[config.mk]
export PLATFORM = sky130hd
export DESIGN_NAME = dtw_result_filter
export DESIGN_NICKNAME = d
export VERILOG_FILES = /design/src/rtl/dtw_result_filter.sv
export SDC_FILE = /design/constraint.sdc
export NUM_CORES = 1
export LEC_CHECK = 0
export CAP_MARGIN = 20
export CELL_PAD_IN_SITES_DETAIL_PLACEMENT = 1
export CELL_PAD_IN_SITES_GLOBAL_PLACEMENT = 1
export CORE_MARGIN = 4
export CORE_UTILIZATION = 42
export CTS_BUF_LIST = sky130_fd_sc_hd__clkbuf_16
export CTS_CLUSTER_DIAMETER = 40
export DETAILED_ROUTE_END_ITERATION = 8
export PLACE_DENSITY = 0.83
export RECOVER_POWER = 25
export SYNTH_ARGS = -nofsm -noshare
export SYNTH_HDL_FRONTEND = slang
export SYNTH_SLANG_ARGS = --single-unit
[constraint.sdc]
create_clock -name clk -period 6.2 [get_ports clk]
set_clock_uncertainty 0.2 [all_clocks]
set_input_delay 0.93 -clock clk [delete_from_list [all_inputs] [get_ports clk]]
set_output_delay 0.93 -clock clk [all_outputs]
set_load 0.01 [all_outputs]
[src/rtl/dtw_result_filter.sv]
// dtw_result_filter: drains 3-word DTW result records (qid, position, cost) from the
// core's sink FIFO. It classifies each record against a cost threshold and can drop
// non-matching records. Surviving records are re-emitted as 3-beat AXI-Stream packets.
// Running record and accept counters are kept for the driver.
module dtw_result_filter #(
    parameter int unsigned AXIS_WIDTH = 32,
    parameter int unsigned CNT_WIDTH  = 32
) (
    input  logic                  clk,
    input  logic                  rst,
    input  logic                  filter_en,
    input  logic [15:0]           threshold,
    input  logic                  stats_clr,
    output logic                  fifo_rden,
    input  logic                  fifo_empty,
    input  logic [31:0]           fifo_data,
    output logic [AXIS_WIDTH-1:0] m_axis_tdata,
    output logic                  m_axis_tvalid,
    input  logic                  m_axis_tready,
    output logic                  m_axis_tlast,
    output logic [CNT_WIDTH-1:0]  rec_count,
    output logic [CNT_WIDTH-1:0]  acc_count,
    output logic [1:0]            dbg_state
);

    typedef enum logic [1:0] {
        StFetch  = 2'd0,
        StDecide = 2'd1,
        StEmit   = 2'd2
    } state_e;

    state_e                state_q;
    logic [1:0]            issued_q;
    logic [1:0]            captured_q;
    logic                  rd_pending_q;
    logic [1:0]            beat_q;
    logic [31:0]           qid_q;
    logic [31:0]           pos_q;
    logic [15:0]           cost_q;
    logic                  match_q;
    logic [AXIS_WIDTH-1:0] tdata_q;
    logic                  tvalid_q;
    logic                  tlast_q;
    logic [CNT_WIDTH-1:0]  rec_q;
    logic [CNT_WIDTH-1:0]  acc_q;
    logic                  match_d;

    // FIFO read request and the threshold comparison used in DECIDE.
    always_comb begin
        fifo_rden = !rst && (state_q == StFetch) && !fifo_empty && (issued_q != 2'd3);
        match_d   = (cost_q <= threshold);
    end

    // Record FSM: fetch 3 words, classify, then stream the beats out.
    always_ff @(posedge clk) begin
        if (rst) begin
            state_q      <= StFetch;
            issued_q     <= 2'd0;
            captured_q   <= 2'd0;
            rd_pending_q <= 1'b0;
            beat_q       <= 2'd0;
            qid_q        <= 32'd0;
            pos_q        <= 32'd0;
            cost_q       <= 16'd0;
            match_q      <= 1'b0;
            tdata_q      <= '0;
            tvalid_q     <= 1'b0;
            tlast_q      <= 1'b0;
        end else begin
            // FIFO read data arrives one cycle after the request.
            rd_pending_q <= fifo_rden;
            unique case (state_q)
                StFetch: begin
                    if (fifo_rden) begin
                        issued_q <= issued_q + 2'd1;
                    end
                    if (rd_pending_q) begin
                        case (captured_q)
                            2'd0:    qid_q  <= fifo_data;
                            2'd1:    pos_q  <= fifo_data;
                            default: cost_q <= fifo_data[15:0];
                        endcase
                        if (captured_q == 2'd2) begin
                            captured_q <= 2'd0;
                            issued_q   <= 2'd0;
                            state_q    <= StDecide;
                        end else begin
                            captured_q <= captured_q + 2'd1;
                        end
                    end
                end
                StDecide: begin
                    match_q <= match_d;
                    if (filter_en && !match_d) begin
                        state_q <= StFetch;
                    end else begin
                        state_q  <= StEmit;
                        beat_q   <= 2'd0;
                        tvalid_q <= 1'b1;
                        tdata_q  <= qid_q;
                        tlast_q  <= 1'b0;
                    end
                end
                StEmit: begin
                    if (tvalid_q && m_axis_tready) begin
                        case (beat_q)
                            2'd0: begin
                                tdata_q <= pos_q;
                                beat_q  <= 2'd1;
                            end
                            2'd1: begin
                                tdata_q <= {match_q, 15'b0, cost_q};
                                tlast_q <= 1'b1;
                                beat_q  <= 2'd2;
                            end
                            default: begin
                                tvalid_q <= 1'b0;
                                tlast_q  <= 1'b0;
                                beat_q   <= 2'd0;
                                state_q  <= StFetch;
                            end
                        endcase
                    end
                end
                default: state_q <= StFetch;
            endcase
        end
    end

    // Statistics counters; a clear overrides a same-cycle increment.
    always_ff @(posedge clk) begin
        if (rst || stats_clr) begin
            rec_q <= '0;
            acc_q <= '0;
        end else if (state_q == StDecide) begin
            rec_q <= rec_q + 1'b1;
            acc_q <= acc_q + {{(CNT_WIDTH-1){1'b0}}, match_d};
        end
    end

    assign m_axis_tdata  = tdata_q;
    assign m_axis_tvalid = tvalid_q;
    assign m_axis_tlast  = tlast_q;
    assign rec_count     = rec_q;
    assign acc_count     = acc_q;
    assign dbg_state     = state_q;

endmodule

==> impl_metrics.toml, run 1 <==
[status]
status = "complete, but fails checks"
violations = "capacitance limit, slew limit"

[run]
cap_violations = 2

[finish]
final_nets = 1194
finalInstanceArea_sq_um = 10600
final.fill_count = 2320
drive_gt1_frac = 0.0627
multi_input_area_sq_um = 4200
fin_util = 0.543
diodes = 0
regArea_sq_um = 3760
syn_to_final_growth_pct = 27.5

[drt]
vias = 7303
drc = 0
vias_per_cell = 5.22
routed_wl_um = 22900
drtPass1Iterations = 4
ant_nets = 0
avgRoutedWirePerCell_um = 16.3
drt_iter0_drc = 214

[clock_tree]
post-cts-setup-buffers = 0
path_clk_slew_ps = 70
cts_sinks = 188
ctsLongestPathBuffers = 2
cts_resized = 0
h-tree-depth = 4
cts_buffers = 17
clkLatencyLatePin_ps = 430
cts_tree = "done"
postCtsHoldBufs = 0
cts_root_buf = "clkbuf_16"

[grt]
gr-total-overflow = 0
grtUsageTotal = 0.209
grt_pass1_wl_um = 37700
grt_pass1_vias = 7520
grt_max_degree = 92
antenna_found_initial = 0

[floorplan]
core-area_sq_um = 19500
ios = 155
die_h_um = 148
dieArea_sq_um = 22000
fp.dieW_um = 148
start_util = 0.426
placement_rows = 51

[place]
dp_hpwl_um = 15700
place_congestion = 0.813
placed_cell_area_sq_um = 10000
io_buffers = 154

[worst_setup_path]
cpPeakStageDelay_ps = 2890
worst_setup_path_end_kind = "register"
cp_top_family = "buffers and inverters"
arrival_ps = 4680
critPathBufInv = 2
required_ps = 6310
path_max_fanout = 91
critPathLaunchType = "input pin"
critPathKind = "in -> reg"
worstPathCellList = "buf_4 > clkbuf_1 > nor4_1 > a31o_2"
cp_slowest_cell = "clkbuf_1"

[sta]
tightest_slew_ps = 4100
drv_slew = 157
hold_viol = 0
slew_headroom = -1.73
fin_crit_sh = 0.737
setup_tns_ps = 0
max_freq_mhz = 219
setup_viol = 0
rsz0062_at_grt = "no"
fin_crit_ps = 4570

[synth]
yosysMostFrequentCell = "nand2_1"
avgSynthCellArea_sq_um = 8.33
synthArstFlopShare = 0
synth_edf_count = 0
synth_top_area_frac = 0.454
synth.distinct_cells = 46
synth-seq-area-share = 0.454
synth_nets = 1068
yosysWarnings = 0
synth_top_cell_by_area = "dfxtp_1"
synth_area_sq_um = 8280
syn_inst = 994
ys.flop_type = "dfxtp_1"
ys_ff_latch = 188
yosys-top-cells-area = "dfxtp_1 (45%), nand2_1 (12%), a21oi_1 (7.2%)"
synthTopCellsByCount = "nand2_1 (261), dfxtp_1 (188), a21oi_1 (119)"

[power_and_ir_drop]
power_density_nw_per_um2 = 230
ir_drop_uv = 173
leakagePower_nw = 3.74

[min_path]
hold_class = "reg -> reg"
final timing paths:
check                   from       endpoint  slack (ps)  cells past startpoint
setup / recovery         rst      beat_q[1]        1630                      4
setup reg to reg  cost_q[11]  acc_count[26]        2350                     12
hold / removal     pos_q[29]      pos_q[29]         260                      2
hold reg to reg    pos_q[29]      pos_q[29]         260                      2
layout make-up:
class,instances,share of cell area
clock inverters,15,0.0134
multi-input cells,727,0.398
well taps,265,0.0314
repair buffers,166,0.154
inverters,20,0.00711
flip-flops and latches,188,0.356
clock buffers,17,0.0403
power breakdown:
group | leakage, nW | total (mW) | internal, mW | switching, mW
combinational | 1.95 | 0.138 | 0.0587 | 0.0796
clock | 0.277 | 1.05 | 0.562 | 0.490
sequential | 1.52 | 1.24 | 1.23 | 0.0102
total | 3.74 | 2.43 | 1.85 | 0.579
metal layers:
| metal | track usage | wire (um) |
|---|---|---|
| met3 | 0.0378 | 946 |
| met5 | 0 | 0 |
| met4 | 0.0430 | 140 |
| met2 | 0.362 | 11100 |
| met1 | 0.273 | 10700 |
cells in the final DEF, fill, tap and decap left out, drive strengths merged, types with 4 or more instances in the layout:
master and instances:
a21oi 119, and2 8, and3 7, and4 16, buf 11, clkbuf 19
clkdlybuf4s50 152, clkinv 6, dfxtp 188, ha 20, inv 26, mux2 15
mux2i 33, nand2 262, nand2b 4, nand3 23, nand4 16, nor2 64
nor2b 19, o211ai 20, o21ai 14, or3 11, xnor2 13, xor2 41
through the flow:
step | power [mW] | cells | hold WS (ps) | worst slack (ps)
CTS | 2.46 | 1398 | 256 | 1740
global placement | 1.40 | 1366 | 242 | 1500
floorplan | 1.33 | 994 | 236 | 2220
finish | 2.43 | 1398 | 255 | 1630
global route | 2.53 | 1398 | 277 | 1210
detailed placement | 1.40 | 1366 | 247 | 1370
state kept, by name (all words and copies together), names as in the netlist:
name           count
qid_q             32
captured_q         2
m_axis_tlast       1
issued_q           2
m_axis_tvalid      1
dbg_state          2
pos_q             32
beat_q             2
cost_q            16
rd_pending_q       1
m_axis_tdata      32
rec_count         32
match_q            1
acc_count         32
kinds of logic (layout without fill, tap and decap cells):
| kind of cell | count (synthesis) | count (layout) | share of synthesized area |
|---|---|---|---|
| flops | 188 | 188 | 0.454 |
| buf+inv | 79 | 218 | 0.0397 |
| fa+ha+maj | 20 | 20 | 0.0302 |
| xor+xnor | 54 | 54 | 0.0571 |
| simple gates | 443 | 443 | 0.245 |
| mux | 48 | 48 | 0.0662 |
| compound gates | 162 | 162 | 0.108 |
worst reg2reg max path, cell delays in order, from the launching register on:
cell	delay (ps)
dfxtp_1	330
ha_1	320
and4_1	290
nand2_2	80
or3_1	420
nand2b_1	150
ha_1	230
ha_1	180
and4b_2	290
nand4_4	150
or3_1	540
or3_1	400
a21oi_1	160
(Power assumes the default switching activity.)
==> run 2: changes to the inputs <==
CORE_UTILIZATION = 35   (was 42)
PLACE_DENSITY = 0.73   (was 0.83)
clock period = 3.7 ns   (was 6.2 ns; I/O delays follow)
==> run 2 against run 1 <==
Critical endpoint is now acc_count[22]; global-route usage decreased by 2.9 points; highest routed layer is now met5; critical path type unchanged; the run now ends clean; via count grew 0.53%; sequential power increased by 67%; sequential share of layout area decreased by 1.1 points; register-to-register slack lost 2000 ps; utilization shrank 7.7 points; critical path depth rose by 10.
==> impl_metrics.toml, run 2 (same netlist as run 1, synthesis figures left out) <==
[power_and_ir_drop]
clkPwrFrac = 0.439
switchingPower_mw = 1.01
leakagePower_nw = 4.07
p_total_mw = 4.11
ir_drop_uv = 208
power_density_nw_per_um2 = 377
p_sw_frac = 0.246
internal_power_mw = 3.10
p_comb_frac = 0.057
pwr-share-seq = 0.504

[drt]
avgRoutedWirePerCell_um = 15.9
drc = 0
drt_iter0_drc = 341
vias = 7342
routed_wl_um = 23400
drtPass1Iterations = 4
ant_nets = 0
vias_per_cell = 5.00

[finish]
final.fill_count = 2828
syn_to_final_growth_pct = 31.7
drive_gt1_frac = 0.0923
mostFrequentLayoutCells = "nand2_1 (261), dfxtp_1 (188), a21oi_1 (113)"
fin_util = 0.466
final_nets = 1210
finalInstanceArea_sq_um = 10900
final_common_cell = "nand2_1"

[min_path]
hold_class = "reg -> reg"
whs_path_depth = 2

[clock_tree]
cts_tree = "done"
h-tree-depth = 4
cts_buffers = 17
ctsLongestPathBuffers = 2
cts_root_buf = "clkbuf_16"
clkLatencyLatePin_ps = 430
path_clk_slew_ps = 80
post-cts-setup-buffers = 0
postCtsHoldBufs = 0
cts_sinks = 188

[worst_setup_path]
path_max_fanout = 5
worstPathCellList = "clkdlybuf4s50_1 > inv_1 > ha_4 > and4_4 > nand2_2 > or3_4 > nand2b_4 > ha_2 > ha_4 > and4b_2 > nand4_4 > or3_4 > or3_4 > a21oi_2"
arrival_ps = 3750
worst_setup_path_end_kind = "register"
worst_r2r_endpoint = "acc_count[22]"
critPathKind = "in -> reg"
endpoint = "acc_count[22]"
critPathLaunchType = "input pin"
required_ps = 3860
startpoint = "threshold[15]"
r2r_slack_ps = 360
cpPeakStageDelay_ps = 450
reg2reg_from = "cost_q[12]"
cp_slowest_cell = "clkdlybuf4s50_1"
critPathMostFrequentCell = "or3_4"
reg2reg_depth = 12

[floorplan]
start_util = 0.354
fp.dieW_um = 162
core-area_sq_um = 23400
dieArea_sq_um = 26200
placement_rows = 56
die_h_um = 162
ios = 155

[grt]
grt_pass1_vias = 7401
grtUsageTotal = 0.180
grt_pass1_wl_um = 38400
gr-total-overflow = 0
antenna_found_initial = 3
grt_max_degree = 65

[status]
status = "completed"

[run]
cap_violations = 0

[sta]
setup_viol = 0
tightest_slew_ps = 1090
holdWs_ps = 256
max_freq_mhz = 278
fin_crit_ps = 3590
slew_headroom = 0.271
timing.final.ws_setup_ps = 108
hold_viol = 0
drv_slew = 0
fin_crit_sh = 0.971
rsz0062_at_grt = "no"

[place]
placed_cell_area_sq_um = 10200
dp_hpwl_um = 16300
place_congestion = 0.766
io_buffers = 154
post-place-ws_ps = -585
[run 2: cell count changes in the layout (fill, tap and decap cells not counted), moves of 3 or more]
cell	delta
o21ai_1	+3
or3_4	+3
or3_1	-3
o21ai_0	-3
a21oi_2	+6
ha_1	-7
ha_4	+6
a21oi_1	-6
dlygate4sd3_1	+62
buf_4	+13
clkdlybuf4s50_1	-63
[run 2: worst min-delay path by stage]
stage               from   endpoint  slack, ps
2_1_floorplan  pos_q[10]  pos_q[10]        240
3_3_place_gp   pos_q[31]  pos_q[31]        240
3_5_place_dp   qid_q[15]  qid_q[15]        250
4_1_cts        pos_q[19]  pos_q[19]        260
5_1_grt         pos_q[6]   pos_q[6]        270
6_report       qid_q[15]  qid_q[15]        260
[run 2: critical path: cells and delay by family]
kind / cells / cell delay [ps]
adders and majority gates: 3 / 600
AOI/OAI and AO/OA: 1 / 120
and+or+nand+nor: 8 / 1970
buffers and inverters: 2 / 510
[run 2: layout make-up]
| class | count | area, sq um | area share |
|---|---|---|---|
| inverters | 20 | 75.1 | 0.00688 |
| flip-flops and latches | 188 | 3760 | 0.345 |
| clock buffers | 17 | 425 | 0.0390 |
| well taps | 319 | 399 | 0.0366 |
| diodes | 2 | 5.00 | 0.000459 |
| clock inverters | 14 | 139 | 0.0127 |
| multi-input cells | 728 | 4340 | 0.398 |
| repair buffers | 181 | 1760 | 0.162 |
[run 2: per-stage QoR]
stage | TNS (ps) | instances
detailed placement | -5120 | 1435
global placement | -4080 | 1435
floorplan | 0 | 994
global route | 0 | 1468
CTS | 0 | 1466
finish | 0 | 1469
[run 2: power by group through the flow]
| stage | Clock, mW | Sequential (mW) | Combinational (mW) |
|---|---|---|---|
| after CTS | 1.86 | 2.07 | 0.237 |
| after global routing | 1.94 | 2.07 | 0.265 |
| final | 1.80 | 2.07 | 0.236 |
| after global placement | 0 | 2.11 | 0.232 |
| after detailed placement | 0 | 2.12 | 0.235 |
| after floorplan | 0 | 2.11 | 0.119 |
[run 2: repair_timing]
action / 4_1_cts / 5_1_grt
resized for setup: 3 / 22
setup endpoints to repair: 6 / 6
pin swaps: 2 / 11
cloned: 0 / 1
[run 2: metal layers]
layer / vias up / GRT usage / wire length, um
li1: 3621 / - / -
met1: 3559 / 0.235 / 11200
met2: 133 / 0.305 / 11000
met3: 25 / 0.0343 / 822
met4: 4 / 0.0500 / 367
met5: - / 0 / 27
